--- config.mk ---
export PLATFORM = sky130hd
export DESIGN_NAME = steer_frame_engine
export DESIGN_NICKNAME = d
export VERILOG_FILES = /design/src/rtl/steer_frame_engine.sv
export SDC_FILE = /design/constraint.sdc
export NUM_CORES = 1
export LEC_CHECK = 0
export ABC_AREA = 1
export CORE_AREA = 5 5 259 198
export CTS_CLUSTER_DIAMETER = 80
export DETAILED_ROUTE_END_ITERATION = 12
export DIE_AREA = 0 0 264 203
export GPL_TIMING_DRIVEN = 1
export MAX_ROUTING_LAYER = met4
export PLACE_DENSITY = 0.82
export SYNTH_ARGS = -nofsm -noshare
export SYNTH_HDL_FRONTEND = slang
export SYNTH_SLANG_ARGS = --single-unit
--- constraint.sdc ---
create_clock -name CLK -period 4 [get_ports CLK]
set_clock_uncertainty 0.15 [all_clocks]
set_input_delay 0.4 -clock CLK [delete_from_list [all_inputs] [get_ports CLK]]
set_output_delay 0.4 -clock CLK [all_outputs]
set_load 0.01 [all_outputs]
--- src/rtl/steer_frame_engine.sv ---
`default_nettype none
// ============================================================================
// Module   : steer_frame_engine
// Purpose  : Buffers a byte stream, then drains it as LANES-wide masked frames.
// Revision : 1.0 - initial release
// ============================================================================
module steer_frame_engine #(
  parameter int DATA_W = 8,
  parameter int LANES  = 8,
  parameter int DEPTH  = 64,
  parameter int LEN_W  = $clog2(DEPTH) + 1
) (
  input  logic                    CLK,
  input  logic                    RESET,
  input  logic                    start,
  input  logic [LEN_W-1:0]        len,
  input  logic                    abort,
  input  logic                    tap_en,
  input  logic [DATA_W-1:0]       in_data,
  input  logic                    in_valid,
  output logic                    in_ready,
  output logic [LANES*DATA_W-1:0] out_data,
  output logic [LANES-1:0]        out_mask,
  output logic                    out_valid,
  input  logic                    out_ready,
  output logic [DATA_W-1:0]       tap_data,
  output logic                    tap_valid,
  output logic                    busy,
  output logic                    done,
  output logic                    err
);

  localparam int ADDR_W = $clog2(DEPTH);
  localparam logic [LEN_W-1:0] c_lanes = LEN_W'(LANES);
  localparam logic [LEN_W-1:0] c_depth = LEN_W'(DEPTH);

  typedef enum logic [2:0] {
    ST_IDLE    = 3'd0,
    ST_FILL    = 3'd1,
    ST_LOAD    = 3'd2,
    ST_PRESENT = 3'd3,
    ST_DONE    = 3'd4
  } state_t;

  state_t                  r_state;
  state_t                  w_next;
  logic [LEN_W-1:0]        r_len;
  logic [LEN_W-1:0]        r_rptr;
  logic [LEN_W-1:0]        r_ld_cnt;
  logic [ADDR_W-1:0]       r_wptr;
  logic                    r_err;
  logic [DATA_W-1:0]       r_mem [DEPTH];
  logic [DATA_W-1:0]       r_rd_data;
  logic [LANES*DATA_W-1:0] r_out_data;
  logic [LANES-1:0]        r_out_mask;

  logic [LEN_W-1:0]        w_remain;
  logic [LEN_W-1:0]        w_k;
  logic                    w_len_ok;
  logic                    w_in_fire;
  logic                    w_last_in;
  logic                    w_load_done;
  logic                    w_out_fire;
  logic [ADDR_W-1:0]       w_rd_addr;

  always_comb begin
    w_remain    = r_len - r_rptr;
    w_k         = (w_remain > c_lanes) ? c_lanes : w_remain;
    w_len_ok    = (len != '0) && (len <= c_depth);
    w_in_fire   = in_valid && (r_state == ST_FILL);
    w_last_in   = w_in_fire && (LEN_W'(r_wptr) == (r_len - LEN_W'(1)));
    w_load_done = (r_state == ST_LOAD) && (r_ld_cnt == w_k);
    w_out_fire  = (r_state == ST_PRESENT) && out_ready;
    w_rd_addr   = r_rptr[ADDR_W-1:0] + r_ld_cnt[ADDR_W-1:0];
  end

  always_ff @(posedge CLK or posedge RESET) begin
    if (RESET) r_state <= ST_IDLE;
    else       r_state <= w_next;
  end

  always_comb begin
    w_next    = r_state;
    in_ready  = 1'b0;
    out_valid = 1'b0;
    done      = 1'b0;
    busy      = (r_state != ST_IDLE);
    case (r_state)
      ST_IDLE:    if (start && w_len_ok) w_next = ST_FILL;
      ST_FILL: begin
        in_ready = 1'b1;
        if (w_last_in) w_next = ST_LOAD;
      end
      ST_LOAD:    if (w_load_done) w_next = ST_PRESENT;
      ST_PRESENT: begin
        out_valid = 1'b1;
        if (w_out_fire) w_next = ((r_rptr + w_k) < r_len) ? ST_LOAD : ST_DONE;
      end
      ST_DONE: begin
        done   = 1'b1;
        w_next = ST_IDLE;
      end
      default:    w_next = ST_IDLE;
    endcase
    if (abort) w_next = ST_IDLE;
  end

  // LOAD cycle n issues read n and captures the byte read in cycle n-1.
  always_ff @(posedge CLK or posedge RESET) begin
    if (RESET) begin
      r_len      <= '0;
      r_rptr     <= '0;
      r_ld_cnt   <= '0;
      r_wptr     <= '0;
      r_err      <= 1'b0;
      r_out_data <= '0;
      r_out_mask <= '0;
    end else begin
      if ((r_state == ST_IDLE) && start && !abort) begin
        if (w_len_ok) begin
          r_len  <= len;
          r_wptr <= '0;
          r_rptr <= '0;
          r_err  <= 1'b0;
        end else begin
          r_err  <= 1'b1;
        end
      end
      if (w_in_fire) r_wptr <= r_wptr + ADDR_W'(1);
      if (r_state == ST_LOAD) begin
        r_ld_cnt <= w_load_done ? '0 : r_ld_cnt + LEN_W'(1);
        if (r_ld_cnt == '0) begin
          r_out_data <= '0;
          r_out_mask <= '0;
        end else begin
          for (int i = 0; i < LANES; i++) begin
            if (r_ld_cnt == LEN_W'(i + 1)) begin
              r_out_data[i*DATA_W +: DATA_W] <= r_rd_data;
              r_out_mask[i]                  <= 1'b1;
            end
          end
        end
      end else begin
        r_ld_cnt <= '0;
      end
      if (w_out_fire) r_rptr <= r_rptr + w_k;
    end
  end

  always_ff @(posedge CLK) begin
    if (w_in_fire) r_mem[r_wptr] <= in_data;
    r_rd_data <= r_mem[w_rd_addr];
  end

  assign out_data  = r_out_data;
  assign out_mask  = r_out_mask;
  assign err       = r_err;
  assign tap_valid = tap_en & in_valid & in_ready;
  assign tap_data  = tap_valid ? in_data : '0;

endmodule
`default_nettype wire

Word level (Yosys, flattened, before mapping)

Memories as Yosys holds them, arrays and structs flattened. A register that Yosys moved wholly into a read port is not among the register bits.
Index checks and enable logic that the tools add are counted.

Word-level logic and storage cells: 130
Memories: 1
Flip-flop bits (word level): 103
Memory bits (writable): 512
Output and inout bits: 86
Input bits: 22

Memories:

| name  | words | bits a word | rd ports | clocked after Yosys merged registers in | wr ports | line | RTL |
|---|---|---|---|---|---|---|---|
| r_mem | 64    | 8           | 1        | 1                                       | 1        | 52   | `logic [DATA_W-1:0] r_mem [DEPTH];` |

Order comparisons: 3
Bitwise logic cells: 2
Muxes and demuxes: 41
Reduce and logical (&&, ||, !) cells: 37
$add $sub $neg: 6
Equal/unequal tests: 18

Operators by type and width:

| operator              | number |
|---|---|
| $mux W8               | 10 |
| $mux W64              | 1 |
| $mux W7               | 6 |
| $eq A7 B3 Y1 const B  | 4 |
| $reduce_bool A2 Y1    | 12 |
| $reduce_and A2 Y1     | 11 |
| $mux W3               | 6 |
| $mux W6               | 3 |
| $eq A7 B2 Y1 const B  | 2 |
| $mux W1               | 14 |
| $ne A3 B3 Y1 const B  | 4 |
| $pmux W3 S4           | 1 |
| $logic_and A1 B1 Y1   | 8 |
| $add A7 B1 Y7 const B | 1 |
| $add A7 B7 Y7         | 1 |
| $eq A6 B7 Y1          | 1 |
| $eq A7 B1 Y1 const B  | 1 |
| $eq A7 B4 Y1 const B  | 1 |
| $eq A7 B7 Y1          | 1 |
| $gt A7 B4 Y1 const B  | 1 |
| $le A7 B7 Y1 const B  | 1 |
| $logic_not A7 Y1      | 1 |
| $lt A7 B7 Y1          | 1 |
| $reduce_bool A7 Y1    | 1 |
| other kinds (12)      | 14 |

Depth between registers and ports, before layout

Depth after elaboration: 9
Gate-level depth with buffers: 27
Mapped depth without buffers: 27

Least setup slack after synthesis

Ideal clock, no wire load.

Kind: flip-flop to flip-flop
Start: register r_len[0]
End: register r_state[1]
Required time: 3785 ps
Arrival time: 3804 ps
Setup slack: -19 ps
Library setup time: 65 ps
Buffers on the path: 0
Period minus slack after synthesis: 4019 ps
Stages on the path, launching flop included: 28
Path through: dfrtp_1 -> inv_1 -> ha_1 -> inv_1 -> fa_1 -> nand3_1 -> nand3_1 -> nand2_1 -> nand2_2 -> nor2_4 -> nand2_2 -> nor2_2 -> nand2_2 -> fa_1 -> nand3b_1 -> and2_1 -> nor2_1 -> o21a_1 -> nor2_1 -> xor2_1 -> ha_1 -> nand2_1 -> nor2_1 -> a211oi_1 -> nand3_1 -> nand2_1 -> nand3_1 -> nand2_1

Word-level cells in the longest chain between the ends: 9
Elaborated cells between the ends (all ways): 17
Classes of those cells: add/sub: 3; order compare: 2; eq/ne: 4; mux: 5; reduce/logical: 3

RTL lines:

| what                     | line | RTL |
|---|---|---|
| start: declaration       | 47   | `logic [LEN_W-1:0] r_len;` |
| start signal: assignment | 121  | `r_len <= len;` |
| $sub A7 B7 Y7            | 67   | `w_remain = r_len - r_rptr;` |
| $gt A7 B4 Y1             | 68   | `w_k = (w_remain > c_lanes) ? c_lanes : w_remain;` |
| $mux W7                  | 68   |  |
| $add A7 B7 Y7            | 97   | `if (w_out_fire) w_next = ((r_rptr + w_k) < r_len) ? ST_LOAD : ST_DONE;` |
| $lt A7 B7 Y1             | 97   |  |
| $mux W3 (2 in series)    | 97   |  |
| $pmux W3 S4              | 88   | `case (r_state)` |
| $mux W3                  | 105  | `if (abort) w_next = ST_IDLE;` |
| end signal: assignment   | 79   | `else r_state <= w_next;` |
| end: declaration         | 45   | `state_t r_state;` |

Parallel ways exist; a longest one is shown, timed or not. The select of a mux whose other input is x is not followed.
A chain may end at the register's enable or synchronous reset.

Worst setup path in the final report

Ends and elaborated chain as after synthesis.

==> key figures <==
Logic synthesis
  – Distinct cell type count after synthesis: 53
  – Yosys reg bits: 623
  – Top-area cell type share of the netlist area: 58.5%
  – Synth area leader: edfxtp_1
  – Post-Syn Instances: 2180
  – Yosys warns: 0
  – Dominant cells by area after synthesis: edfxtp_1 (58%), dfrtp_1 (9.8%), nor2_1 (5.7%)
  – Syn_area_per_cell: 12.1 um^2
  – Synth Cell Area: 26300 um^2
  – Register area share after synthesis: 68.9%
  – Top FF cell, synth: edfxtp_1
  – Synth async-reset ratio: 16.5%
  – Post-synth EDFFs: 512

STA
  – Final setup fails: 1
  – Final WS setup: -0.0150 ns
  – RSZ-0062 raised after global routing: true
  – Fin crit share: 100%
  – Setup TNS: -0.0150 ns
  – WHS: 0.151 ns
  – Worst slew pin tran: 1.20 ns
  – Max-slew headroom: 19.9%
  – Achievable Freq: 0.249 GHz
  – Final Hold Viols: 0
  – Final Max Tran Viols: 0
  – Min cycle time layout: 4.01 ns

Power and ir drop
  – Worst IR Drop VDD: 0.705 mV
  – Clock Power Share: 26.9%
  – Net Switching: 6910 uW
  – Part of the power in registers: 38.5%
  – Sw frac: 34.7%
  – Leak: 0.0107 uW
  – Int Pwr: 13000 uW
  – Logic pwr share: 34.6%
  – Power Dens Cells: 656 nW/um^2

GRT
  – Total track usage: 25.9%
  – Number of global-route vias before repair: 17600
  – Largest net degree at the start of global routing: 81
  – Global-route wire length before repair: 105000 um
  – Antenna violations before repair: 1
  – Total grt overflow: 0

Placement
  – Port buffer count: 107
  – DP HPWL: 43700 um
  – Routability cong.: 0.953

CTS
  – Root buffer cell: clkbuf_16
  – Hold_buf cts: 0
  – Clock Tree Buf Depth: 3
  – Cts bufs inserted: 55
  – TritonCTS Sinks: 623
  – Worst-path clk slew: 0.07 ns
  – TritonCTS clock tree: done
  – Clock Latency Late Sink: 0.62 ns
  – Htree depth: 2

Routing
  – Post-route DRC violation count: 0
  – DR pass1 iterations: 6
  – Vias: 18300
  – Post-route ant nets: 0
  – Routed WL per cell: 23.1 um
  – Final wirelength: 69500 um
  – First DRT Iteration DRCs: 2682
  – Vias per std cell: 6.08

Worst setup path
  – Worst R2R Setup Slack: -0.01 ns
  – Kind of cell adding the most delay to the critical path: simple AND/OR/NAND/NOR gates
  – Slowest stage delay, CP: 0.40 ns
  – Critical path class: flip-flop to flip-flop
  – Critical Path Most Common Cell: nand2_1
  – Max stage delay cell, worst path: dfrtp_1
  – Worst Path Buf+Inv: 5
  – CP Depth: 26
  – Worst Setup SP: r_len[0]
  – WP data required: 4.36 ns
  – R2r endpoint: r_state[1]
  – FF-to-FF path depth: 26
  – Worst-path maximum fanout: 3
  – CP startpoint kind: flip-flop
  – Reg-to-Reg Start: r_len[0]
  – Worst Path Arrival: 4.38 ns
  – Worst setup EP type: flip-flop

Layout
  – # fillers: 3434
  – Ratio of cells with drive above 1 in the final layout: 10.2%
  – Layout area overhead: 15.5%
  – Final net count: 2370

Floorplanning
  – Core region area: 48300 um^2
  – Core Rows: 70
  – IO Pins: 108
  – Die X: 264 um
  – Chip height: 203 um
  – Initial Util: 54.4%
  – Die area: 53600 um^2

Run status
  – Violated checks: setup timing
  – Status: complete, but fails checks

Worst hold path
  – Hold Path Class: input pin to asynchronous set/reset pin

Run
  – # Max-Cap Violations: 0
[worst max path at each step]
stage                            end  slack [ns]
final                     r_state[1]       -0.01
after floorplan           r_state[1]        0.02
after CTS                 r_state[1]       -0.06
after global routing      r_state[1]       -0.23
after global placement    r_state[1]       -0.09
after detailed placement  r_state[1]       -0.19
[kinds of logic after synthesis]
group                      count (synthesis)  synth area share, %
and+or+nand+nor                          809                 12.6
other                                      1               0.0143
muxes                                     64                 2.44
DFF                                      623                 68.9
buffers and inverters                    224                 3.65
adders and majority gates                 31                 1.56
xor gates and xnor gates                  28                 1.02
AOI/OAI and AO/OA                        400                 9.79
[cell usage after synthesis, types with 2 or more instances]
cell type	count
edfxtp_1	512
nor2_1	400
nand2_1	277
o21ai_0	213
dfrtp_1	103
inv_1	93
nand3_1	66
mux2i_1	64
o221ai_1	64
o32ai_1	64
buf_2	46
clkbuf_1	46
ha_1	28
nor3_1	23
xor2_1	17
buf_4	16
inv_2	15
a21oi_1	14
o21ai_1	11
nand2_2	9
nand4_1	9
o31ai_1	9
dfxtp_1	8
o22ai_1	8
xnor2_1	8
buf_1	7
a21boi_1	6
nor2_2	4
nor2_4	4
fa_1	3
nand3b_1	3
nor3b_1	3
a211oi_1	2
nand2_4	2
nand3_2	2
o211ai_1	2
o21ai_2	2
xor2_2	2
[cell usage in the layout, fill, tap and decap left out, types with 15 or more instances in the layout]
cell type | Yosys | layout
buf_4 | 16 | 75
clkbuf_1 | 46 | 15
clkbuf_16 | 0 | 57
clkdlybuf4s50_1 | 0 | 99
dfrtp_1 | 103 | 103
edfxtp_1 | 512 | 512
ha_1 | 28 | 23
inv_1 | 93 | 90
inv_2 | 15 | 16
mux2i_1 | 64 | 64
nand2_1 | 277 | 276
nand3_1 | 66 | 64
nor2_1 | 400 | 399
nor3_1 | 23 | 23
o21ai_0 | 213 | 213
o221ai_1 | 64 | 64
o32ai_1 | 64 | 64
[area by class of cell]
| class | instances | area, um^2 | share of cell area, % |
|---|---|---|---|
| sequential | 623 | 18100 | 59.7 |
| multi-input combinational | 1334 | 7380 | 24.3 |
| timing repair buffer | 194 | 1820 | 5.99 |
| clock buffer | 74 | 1510 | 4.98 |
| tap | 648 | 811 | 2.67 |
| inverter | 109 | 417 | 1.37 |
| clock inverter | 27 | 302 | 0.994 |
| antenna | 1 | 2.50 | 0.00825 |
[what timing repair did]
item                                    in CTS  in global routing
pin swaps                                   15                 10
endpoints found under the hold margin        0                  0
endpoints found under the setup margin       2                  2
buffers inserted                             7                  5
resized for setup                           15                  7
[registers in the layout (all words and copies together), names as in the netlist]
signal	flops
r_len	7
out_data	64
r_ld_cnt	7
r_mem	512
r_wptr	6
r_rptr	7
err	1
out_mask	8
r_state	3
r_rd_data	8
[worst reg2reg max path: cells and delay by family (launching register included)]
family / cells / cell delay [ns]
buffers and inverters: 5 / 0.45
AND/OR/NAND/NOR: 14 / 1.24
flip-flops: 1 / 0.40
XOR/XNOR: 2 / 0.34
adder cells (fa/ha/maj): 4 / 1.23
AO/OA/AOI/OAI: 1 / 0.11
[metrics by stage]
step / setup WS (ns) / cell area, um^2 / util (%) / power [uW] / cells
global route: -0.235 / 30300 / 62.8 / 20700 / 3010
global placement: -0.0902 / 28300 / 58.6 / 13900 / 2896
CTS: -0.0558 / 30300 / 62.6 / 19600 / 3004
finish: -0.0150 / 30300 / 62.8 / 19900 / 3010
floorplan: 0.0213 / 26300 / - / 11600 / 2181
detailed placement: -0.192 / 28300 / 58.6 / 14100 / 2896
[power by group through the flow]
stage,logic [uW],registers (uW),clock network (uW)
after floorplan,3820,7790,0
after global placement,6110,7750,0
after detailed placement,6300,7770,0
after CTS,6620,7650,5370
after global routing,7400,7690,5660
final,6880,7660,5360
[layer usage]
metal | track usage (%) | up-vias | part of all wire (%)
met4 | 8.07 | 0 | 3.2
met1 | 35.8 | 8955 | 40
met2 | 39.2 | 1092 | 46
met3 | 5.33 | 168 | 11
li1 | - | 8093 | -
met5 | - | - | 0
Power figures use the tool's default switching activity.
